[src/rtl/obi_pkg.sv]
// OBI bus payload types shared by the peripheral interconnect.
package obi_pkg;

  localparam int unsigned AddrWidth = 32;
  localparam int unsigned DataWidth = 32;
  localparam int unsigned BeWidth   = DataWidth / 8;

  typedef struct packed {
    logic                 req;
    logic [AddrWidth-1:0] addr;
    logic                 we;
    logic [BeWidth-1:0]   be;
    logic [DataWidth-1:0] wdata;
  } obi_req_t;

  typedef struct packed {
    logic                 gnt;
    logic                 rvalid;
    logic [DataWidth-1:0] rdata;
  } obi_resp_t;

endpackage

[src/rtl/periph_arb_pkg.sv]
// Index type and round-robin helpers for the peripheral OBI arbiter.
package periph_arb_pkg;

  localparam int unsigned ArbNumMasters     = 3;
  localparam int unsigned ArbMaxOutstanding = 2;
  localparam int unsigned IdxWidth          = $clog2(ArbNumMasters);

  typedef logic [IdxWidth-1:0]      idx_t;
  typedef logic [ArbNumMasters-1:0] req_vec_t;

  // First requester at or after ptr, wrapping; returns ptr when nobody requests.
  function automatic idx_t rr_pick(input req_vec_t req_vec, input idx_t ptr);
    idx_t        pick;
    logic        found;
    int unsigned cand;
    pick  = ptr;
    found = 1'b0;
    for (int unsigned k = 0; k < ArbNumMasters; k++) begin
      cand = (32'(ptr) + k) % ArbNumMasters;
      if (!found && req_vec[IdxWidth'(cand)]) begin
        pick  = IdxWidth'(cand);
        found = 1'b1;
      end
    end
    return pick;
  endfunction

  function automatic idx_t idx_inc(input idx_t i);
    return (32'(i) == ArbNumMasters - 1) ? '0 : i + 1'b1;
  endfunction

endpackage

[src/rtl/periph_obi_rr_arbiter_fifo.sv]
// In-order FIFO of granted master indices; push is accepted when full if a pop happens too.
module periph_obi_rr_arbiter_fifo
  import periph_arb_pkg::*;
#(
  parameter int unsigned Depth    = 2,
  parameter int unsigned CntWidth = $clog2(Depth) + 1
) (
  input  logic                clk_i,
  input  logic                rst_ni,
  input  logic                push_i,
  input  idx_t                data_i,
  input  logic                pop_i,
  output idx_t                data_o,
  output logic                full_o,
  output logic                empty_o,
  output logic [CntWidth-1:0] usage_o
);

  localparam int unsigned PtrWidth = (Depth > 1) ? $clog2(Depth) : 1;

  idx_t                mem_q [Depth];
  logic [PtrWidth-1:0] wr_ptr_q, wr_ptr_d;
  logic [PtrWidth-1:0] rd_ptr_q, rd_ptr_d;
  logic [CntWidth-1:0] cnt_q, cnt_d;
  logic                do_push, do_pop;

  assign full_o  = (cnt_q == CntWidth'(Depth));
  assign empty_o = (cnt_q == '0);
  assign usage_o = cnt_q;
  assign data_o  = mem_q[rd_ptr_q];

  assign do_pop  = pop_i & ~empty_o;
  assign do_push = push_i & (~full_o | do_pop);

  always_comb begin
    wr_ptr_d = wr_ptr_q;
    rd_ptr_d = rd_ptr_q;
    cnt_d    = cnt_q + CntWidth'(do_push) - CntWidth'(do_pop);
    if (do_push) begin
      wr_ptr_d = (wr_ptr_q == PtrWidth'(Depth - 1)) ? '0 : wr_ptr_q + 1'b1;
    end
    if (do_pop) begin
      rd_ptr_d = (rd_ptr_q == PtrWidth'(Depth - 1)) ? '0 : rd_ptr_q + 1'b1;
    end
  end

  always_ff @(posedge clk_i or negedge rst_ni) begin
    if (!rst_ni) begin
      wr_ptr_q <= '0;
      rd_ptr_q <= '0;
      cnt_q    <= '0;
      for (int unsigned i = 0; i < Depth; i++) mem_q[i] <= '0;
    end else begin
      wr_ptr_q <= wr_ptr_d;
      rd_ptr_q <= rd_ptr_d;
      cnt_q    <= cnt_d;
      if (do_push) mem_q[wr_ptr_q] <= data_i;
    end
  end

endmodule

[src/rtl/periph_obi_rr_arbiter.sv]
// Round-robin OBI arbiter in front of peripheral_subsystem with in-order response routing.
module periph_obi_rr_arbiter
  import obi_pkg::*;
  import periph_arb_pkg::*;
#(
  parameter int unsigned NumMasters     = ArbNumMasters,
  parameter int unsigned MaxOutstanding = ArbMaxOutstanding
) (
  input  logic      clk_i,
  input  logic      rst_ni,
  input  obi_req_t  master_req_i  [NumMasters],
  output obi_resp_t master_resp_o [NumMasters],
  output obi_req_t  slave_req_o,
  input  obi_resp_t slave_resp_i,
  output logic      busy_o
);

  localparam int unsigned CntWidth = $clog2(MaxOutstanding) + 1;

  req_vec_t            req_vec;
  idx_t                sel, fifo_head;
  logic                any_req, issue, grant, pop;
  logic                fifo_full, fifo_empty;
  logic [CntWidth-1:0] fifo_usage;
  logic                lock_q, lock_d;
  idx_t                locked_idx_q, locked_idx_d;
  idx_t                rr_ptr_q, rr_ptr_d;

  for (genvar g = 0; g < NumMasters; g++) begin : gen_master
    logic rsp_hit;
    assign req_vec[g]               = master_req_i[g].req;
    assign rsp_hit                  = pop & (fifo_head == IdxWidth'(g));
    assign master_resp_o[g].gnt     = grant & (sel == IdxWidth'(g));
    assign master_resp_o[g].rvalid  = rsp_hit;
    assign master_resp_o[g].rdata   = rsp_hit ? slave_resp_i.rdata : '0;
  end

  // Pop-before-push: a response this cycle frees a slot for a grant this cycle.
  assign any_req     = |req_vec;
  assign pop         = slave_resp_i.rvalid & ~fifo_empty;
  assign issue       = any_req & (~fifo_full | pop);
  assign sel         = lock_q ? locked_idx_q : rr_pick(req_vec, rr_ptr_q);
  assign slave_req_o = issue ? master_req_i[sel] : '0;
  assign grant       = slave_resp_i.gnt & slave_req_o.req;
  assign busy_o      = (fifo_usage != '0) | any_req;

  always_comb begin
    lock_d       = lock_q;
    locked_idx_d = locked_idx_q;
    rr_ptr_d     = rr_ptr_q;
    if (grant) begin
      lock_d   = 1'b0;
      rr_ptr_d = idx_inc(sel);
    end else if (slave_req_o.req) begin
      lock_d       = 1'b1;
      locked_idx_d = sel;
    end else if (lock_q) begin
      // Locked master withdrew its request before the grant.
      lock_d = 1'b0;
    end
  end

  always_ff @(posedge clk_i or negedge rst_ni) begin
    if (!rst_ni) begin
      lock_q       <= 1'b0;
      locked_idx_q <= '0;
      rr_ptr_q     <= '0;
    end else begin
      lock_q       <= lock_d;
      locked_idx_q <= locked_idx_d;
      rr_ptr_q     <= rr_ptr_d;
    end
  end

  periph_obi_rr_arbiter_fifo #(
    .Depth    (MaxOutstanding),
    .CntWidth (CntWidth)
  ) u_idx_fifo (
    .clk_i   (clk_i),
    .rst_ni  (rst_ni),
    .push_i  (grant),
    .data_i  (sel),
    .pop_i   (pop),
    .data_o  (fifo_head),
    .full_o  (fifo_full),
    .empty_o (fifo_empty),
    .usage_o (fifo_usage)
  );

  a_rvalid_not_empty: assert property (@(posedge clk_i) disable iff (!rst_ni)
    slave_resp_i.rvalid |-> !fifo_empty);

  a_locked_req_held: assert property (@(posedge clk_i) disable iff (!rst_ni)
    lock_q |-> master_req_i[locked_idx_q].req);

endmodule

[config.mk]
export PLATFORM = sky130hd
export DESIGN_NAME = periph_obi_rr_arbiter
export DESIGN_NICKNAME = d
export VERILOG_FILES = /design/src/rtl/obi_pkg.sv /design/src/rtl/periph_arb_pkg.sv /design/src/rtl/periph_obi_rr_arbiter_fifo.sv /design/src/rtl/periph_obi_rr_arbiter.sv
export SDC_FILE = /design/constraint.sdc
export NUM_CORES = 1
export LEC_CHECK = 0
export CAP_MARGIN = 25
export CELL_PAD_IN_SITES_DETAIL_PLACEMENT = 0
export CELL_PAD_IN_SITES_GLOBAL_PLACEMENT = 1
export CORE_AREA = 2 2 164 166
export DETAILED_ROUTE_END_ITERATION = 16
export DIE_AREA = 0 0 166 168
export DONT_BUFFER_PORTS = 1
export PLACE_DENSITY_LB_ADDON = 0.1
export SYNTH_ARGS = -nofsm -noshare
export SYNTH_HDL_FRONTEND = slang
export SYNTH_HIERARCHICAL = 1
export SYNTH_SLANG_ARGS = --single-unit
export TNS_END_PERCENT = 20
[constraint.sdc]
create_clock -name clk_i -period 3.39 [get_ports clk_i]
set_clock_uncertainty 0.1 [all_clocks]
set_input_delay 0.5085 -clock clk_i [delete_from_list [all_inputs] [get_ports clk_i]]
set_output_delay 0.5085 -clock clk_i [all_outputs]
set_load 0.005 [all_outputs]
### Word level (Yosys, flattened, before mapping)

Cells that the tools add are included.

* latch bits: 0
* output and inout port bits: 173
* bits in writable memories: 0
* memories: 0
* logic and storage cells: 91
* input bits: 246
* bits in read-only memories: 0
* register bits: 13

* reduce and logical (&&, ||, !) cells: 11
* multiplexer cells: 30
* shifts and indexed selects: 0
* div/mod/pow operators: 3
* eq/ne operators: 5
* add/sub/neg operators: 7
* $lt $le $gt $ge: 7
* $mul: 0
* bitwise gates (word level): 20

Operator list (count)
* two-way mux 70 bit: 3
* binary-select mux 70 bit (select 2 bit): 1
* two-way mux 32 bit: 3
* remainder unit 32 x 2 -> 32 bit, second input constant: 2
* remainder unit 2 x 2 -> 32 bit, second input constant: 1
* two-way mux 2 bit: 9
* bitwise AND 1 bit: 11
* < comparator 2 x 3 -> 1 bit, second input constant: 3
* two-way mux 1 bit: 9
* binary-select mux 1 bit (select 2 bit): 3
* == test 2 bit, second input constant: 3
* logical NOT 2 bit: 3
* bitwise mux 4 bit: 1
* == test 2 x 1 -> 1 bit, second input constant: 2
* greater-or-equal comparator 2 bit, second input constant: 2
* inverter 1 -> 2 bit: 2
* adder 2 x 1 -> 3 bit, second input constant: 1
* adder 2 x 2 -> 3 bit, second input constant: 1
* greater-or-equal comparator 3 bit, second input constant: 1
* logical AND 1 bit: 3
* inverter 1 bit: 3
* inverter 2 -> 3 bit: 1
* OR 1 bit: 3
* OR reduction 3 bit: 1
* 9 further kinds: 11

### Longest topological paths before layout

* depth in word-level cells: 20
* gate-level depth with buffers: 16
* depth with buffers taken out: 15

### Hierarchy

Netlist, hierarchy kept.

Modules (own cells, without submodules)
* periph_obi_rr_arbiter: instances 1, cells an instance 436, sequential area each 125.1 um^2, area an instance 3188.1 um^2
* periph_obi_rr_arbiter_fifo: instances 1, cells an instance 29, sequential area each 200.2 um^2, area an instance 402.9 um^2

### Worst setup path before layout

No wires, ideal clock.

* kind: register to register
* from: reg rr_ptr_q[0]
* to: reg u_idx_fifo.cnt_q[1], in the netlist u_idx_fifo/usage_o[1]
* stages on the path, launching flop included: 17
* required time: 3166 ps
* path buffers: 1
* path slack: 28 ps
* arrival: 3138 ps
* period minus slack after synthesis: 3362 ps
* library setup time: 124 ps
* cells stage by stage: dfrtp_1 -> inv_1 -> ha_1 -> clkbuf_1 -> nand3b_1 -> o211ai_1 -> o2bb2ai_1 -> a222oi_1 -> nand2_1 -> mux2_2 -> nor2_1 -> nand2b_1 -> ha_1 -> inv_1 -> ha_1 -> xnor2_1 -> xnor2_1

* longest elaborated chain between the ends: 20
* elaborated cells between the ends (all ways): 30
* classes of those cells: add/sub: 4; div: 3; mux: 16; bitwise: 3; reduce/logical: 4

RTL lines
* from (decl): RTL line periph_obi_rr_arbiter.sv:27 `idx_t rr_ptr_q, rr_ptr_d;`
* from (signal assigned): RTL line periph_obi_rr_arbiter.sv:71 `rr_ptr_q <= rr_ptr_d;`
* branches (longest 9 deep; another with remainder unit 32 x 2 -> 32 bit)
* two-way mux 2 bit (*): RTL line periph_arb_pkg.sv:20 `if (!found && req_vec[IdxWidth'(cand)]) begin`
* two-way mux 2 bit (*): RTL line periph_obi_rr_arbiter.sv:42 `assign sel = lock_q ? locked_idx_q : rr_pick(req_vec, rr_ptr_q);`
* inverter 2 -> 3 bit (not written as such) (*): RTL line periph_obi_rr_arbiter.sv:43 `assign slave_req_o = issue ? master_req_i[sel] : '0;`
* binary-select mux 70 bit (select 2 bit) (*): RTL line periph_obi_rr_arbiter.sv:43
* two-way mux 70 bit (not written as such) (*) (2 in series): RTL line periph_obi_rr_arbiter.sv:43
* two-way mux 70 bit (*): RTL line periph_obi_rr_arbiter.sv:43
* bitwise AND 1 bit (*): RTL line periph_obi_rr_arbiter.sv:44 `assign grant = slave_resp_i.gnt & slave_req_o.req;`
* via grant: RTL line periph_obi_rr_arbiter.sv:22 `logic any_req, issue, grant, pop;`
* bitwise AND 1 bit (*): RTL line periph_obi_rr_arbiter_fifo.sv:33 `assign do_push = push_i & (~full_o | do_pop);`
* adder 2 x 1 -> 2 bit (*): RTL line periph_obi_rr_arbiter_fifo.sv:38 `cnt_d = cnt_q + CntWidth'(do_push) - CntWidth'(do_pop);`
* subtractor 2 x 1 -> 2 bit (*): RTL line periph_obi_rr_arbiter_fifo.sv:38
* via u_idx_fifo.cnt_d[1]: RTL line periph_obi_rr_arbiter_fifo.sv:24 `logic [CntWidth-1:0] cnt_q, cnt_d;`
* to (signal assigned): RTL line periph_obi_rr_arbiter_fifo.sv:56 `cnt_q <= cnt_d;`
* to (decl): RTL line periph_obi_rr_arbiter_fifo.sv:24

Mark *: on every way through the listed nets, which the timed path passes. The select of a mux whose other input is x is not followed.
A chain may end at the register's enable or synchronous reset.

==> results.py <==
metrics = {
    "run_status": {
        "status": "complete, but fails checks",
        "violations": "setup timing",
    },
    "clock_tree": {
        "clk_pin_slew_ps": 50,
        "cts_buffer_depth": 2,
        "h-tree-depth": 1,
        "cts_buffers": 3,
        "insertion_delay_ps": 240,
        "clock-sinks": 13,
        "root_buffer": "clkbuf_16",
        "cts_tree": "built",
    },
    "cells_and_area": {
        "syn_to_final_growth_pct": 56.1,
        "antenna_cells": 0,
        "fin_nets": 762,
        "drive_gt1_frac": 0.432,
        "post-route-util": 0.213,
        "instances_no_fill": 850,
    },
    "grt": {
        "grt_pass1_wl_um": 24100,
        "grt_start_max_net_pins": 45,
        "grt_usage": 0.113,
        "first_global_vias": 3751,
        "antenna_found_initial": 0,
        "grt_overflow": 0,
    },
    "power_and_ir_drop": {
        "p_leak_nw": 2.32,
        "powerDensity_nw_per_um2": 1810,
        "internal_power_mw": 5.56,
        "switchingPower_mw": 4.57,
        "power_frac_clock": 0.023,
        "combPwrFrac": 0.946,
        "switching_share": 0.451,
        "finalPower_mw": 10.1,
        "pwr-share-seq": 0.031,
        "ir_worst_vdd_mv": 0.974,
    },
    "route": {
        "detail_route.wl_per_cell_um": 22.0,
        "routed_wl_um": 18700,
        "antenna_left": 0,
        "vias_per_cell": 4.53,
        "drt_iter0_drc": 123,
        "first_pass_iters": 4,
        "route.detailed.drc": 0,
        "dr_total_vias": 3852,
    },
    "yosys": {
        "synth-edff-count": 0,
        "yosysUniqueCellTypes": 49,
        "avgSynthCellArea_um2": 7.72,
        "synth.area.top_cells": "mux2i_1 (21%), and2_1 (17%), a2bb2oi_1 (14%)",
        "syn_nets": 717,
        "ys_ff_latch": 13,
        "ys_warn_count": 6,
        "synth_flop_cell": "dfrtp_1",
        "synth.yosys.seq_area_share": 0.0906,
        "async_flop_share": 1.00,
        "synth_top_area_frac": 0.209,
        "yosysMostFrequentCell": "and2_1",
        "ys_top_cells_by_count": "and2_1 (97), mux2i_1 (75), nor2_1 (75)",
        "synth_top_area_cell": "mux2i_1",
        "netlist_area_um2": 3590,
        "netlist_instances": 465,
    },
    "sta": {
        "fin_setup_tns_ps": -1560,
        "setup_viol": 55,
        "finalCritPeriodShare": 1.03,
        "fmaxAchievable_mhz": 287,
        "grt_setup_unrepaired": "yes",
        "finalCriticalPeriod_ps": 3480,
        "postLayoutSetupSlackWorst_ps": -91.6,
        "whs_ps": 228,
        "worst_pin_slew_ps": 670,
        "slew_viol_final": 0,
        "finalHoldViolCount": 0,
        "slew_headroom": 0.552,
    },
    "die": {
        "rows": 60,
        "dieWidth_um": 166,
        "fp.coreArea_um2": 26400,
        "start_util": 0.136,
        "io-pin-count": 419,
        "die_y_um": 168,
        "dieArea_um2": 27900,
    },
    "worst_setup_path": {
        "regToRegSetupSlack_ps": 30,
        "cp-end-kind": "output pin",
        "critPathLaunch": "rr_ptr_q[0]",
        "required_ps": 2780,
        "path_common_cell": "buf_4",
        "critPathMaxStageDelay_ps": 440,
        "critPathArrivalTime_ps": 2870,
        "r2r_start": "rr_ptr_q[0]",
        "crit_chain": "ha_4 > mux2i_2 > buf_4 > o21ai_4 > buf_6 > nand2_1 > a222oi_1 > buf_4 > buf_12 > buf_16 > mux2i_4 > a2bb2oi_4 > nor2_1 > buf_4",
        "crit_slowest_cell": "dfrtp_2",
        "crit_type": "flip-flop to output pin",
        "cp-start-kind": "flip-flop",
        "r2r-end": "u_idx_fifo/usage_o[1]",
        "r2r_cells": 17,
        "worstPathMaxFanout": 7,
    },
    "worst_hold_path": {
        "whs_path_depth": 1,
        "holdPathEnd": "lock_q",
        "min_from": "slave_resp_i[33]",
        "hold_class": "primary input to flip-flop",
    },
    "placed_design": {
        "place_hpwl_um": 13900,
        "gp_congestion": 0.768,
        "place.port_buffers": 0,
        "placed_cells": 811,
    },
    "job": {
        "drv_cap": 0,
    },
}
[stage by stage]
stage	worst slack, ps	cell area, um^2
final	-91.6	5600
after floorplan	28.3	3590
after detailed placement	-183	4220
after CTS	-103	5000
after global routing	-262	5600
after global placement	-99.8	4220
[power by group through the flow]
stage | Combinational [mW] | Sequential, mW | Clock, mW
after floorplan | 4.71 | 0.295 | 0
after CTS | 8.23 | 0.315 | 0.240
after global routing | 10.2 | 0.327 | 0.245
after detailed placement | 6.39 | 0.310 | 0
after global placement | 6.39 | 0.311 | 0
final | 9.59 | 0.313 | 0.231
[layer usage]
metal	track usage	share of wire	routed length, um
met2	0.227	0.54	10100
met1	0.117	0.35	6540
met5	0	0	0
met3	0.0230	0.079	1470
met4	0.0329	0.030	551
[cell usage in the layout (no fill, tap or decap), types with 4 or more instances in the layout]
master,n
and2_1,96
nor2_1,57
mux2i_1,55
a2bb2oi_2,53
buf_4,53
nor2_2,18
buf_6,13
dfrtp_1,12
mux2i_2,10
a2bb2oi_1,10
mux2i_4,10
inv_1,8
buf_16,8
buf_12,8
nand2_1,7
clkbuf_16,7
a2bb2oi_4,6
a21oi_1,4
ha_4,4
[worst max-delay path, delay by kind of cell, from the launching register on]
kind / cells / cell delay (ps)
flip-flops: 1 / 440
adder cells (fa/ha/maj): 1 / 190
buffers and inverters: 6 / 920
AO/OA/AOI/OAI: 3 / 560
AND/OR/NAND/NOR: 2 / 90
multiplexers: 2 / 400
[cells by family (layout without fill, tap and decap cells)]
group,after synthesis,count (layout),share of synthesized area
AO/OA/AOI/OAI,97,97,0.246
adder cells (fa/ha/maj),6,6,0.0209
XOR/XNOR,4,4,0.00976
AND/OR/NAND/NOR,204,204,0.308
multiplexers,83,83,0.237
buffers and inverters,58,102,0.0871
flip-flops,13,13,0.0906
[sequential cells by signal, summed over array words and instances, names as in the netlist]
signal	count
lock_q	1
locked_idx_q	2
rr_ptr_q	2
u_idx_fifo/mem_q	4
u_idx_fifo/rd_ptr_q	1
u_idx_fifo/usage_o	2
u_idx_fifo/wr_ptr_q	1
[final cells by class]
cell class                 instances  area (um^2)
clock buffer                       4         78.8
inverter                          10         37.5
tap                              341          427
multi-input combinational        394         3680
timing repair buffer              88         1050
sequential                        13          327
fill                            2880        20700
[timing repair]
action / in CTS / in global routing
setup buffers: 12 / 14
hold buffers: 1 / 0
cloned: 5 / 4
setup endpoints to repair: 73 / 75
pin swaps: 16 / 34
endpoints found under the hold margin: 13 / 0
resized for setup: 86 / 74
[worst max-delay path by stage]
stage | slack, ps | to | cells after the start
2_1_floorplan | 30 | u_idx_fifo/usage_o[1] | 16
3_3_place_gp | -100 | u_idx_fifo/usage_o[1] | 16
3_5_place_dp | -180 | slave_req_o[8] | 13
4_1_cts | -100 | slave_req_o[8] | 14
5_1_grt | -260 | slave_req_o[8] | 13
6_report | -90 | slave_req_o[8] | 14
Power figures use the tool's default switching activity.
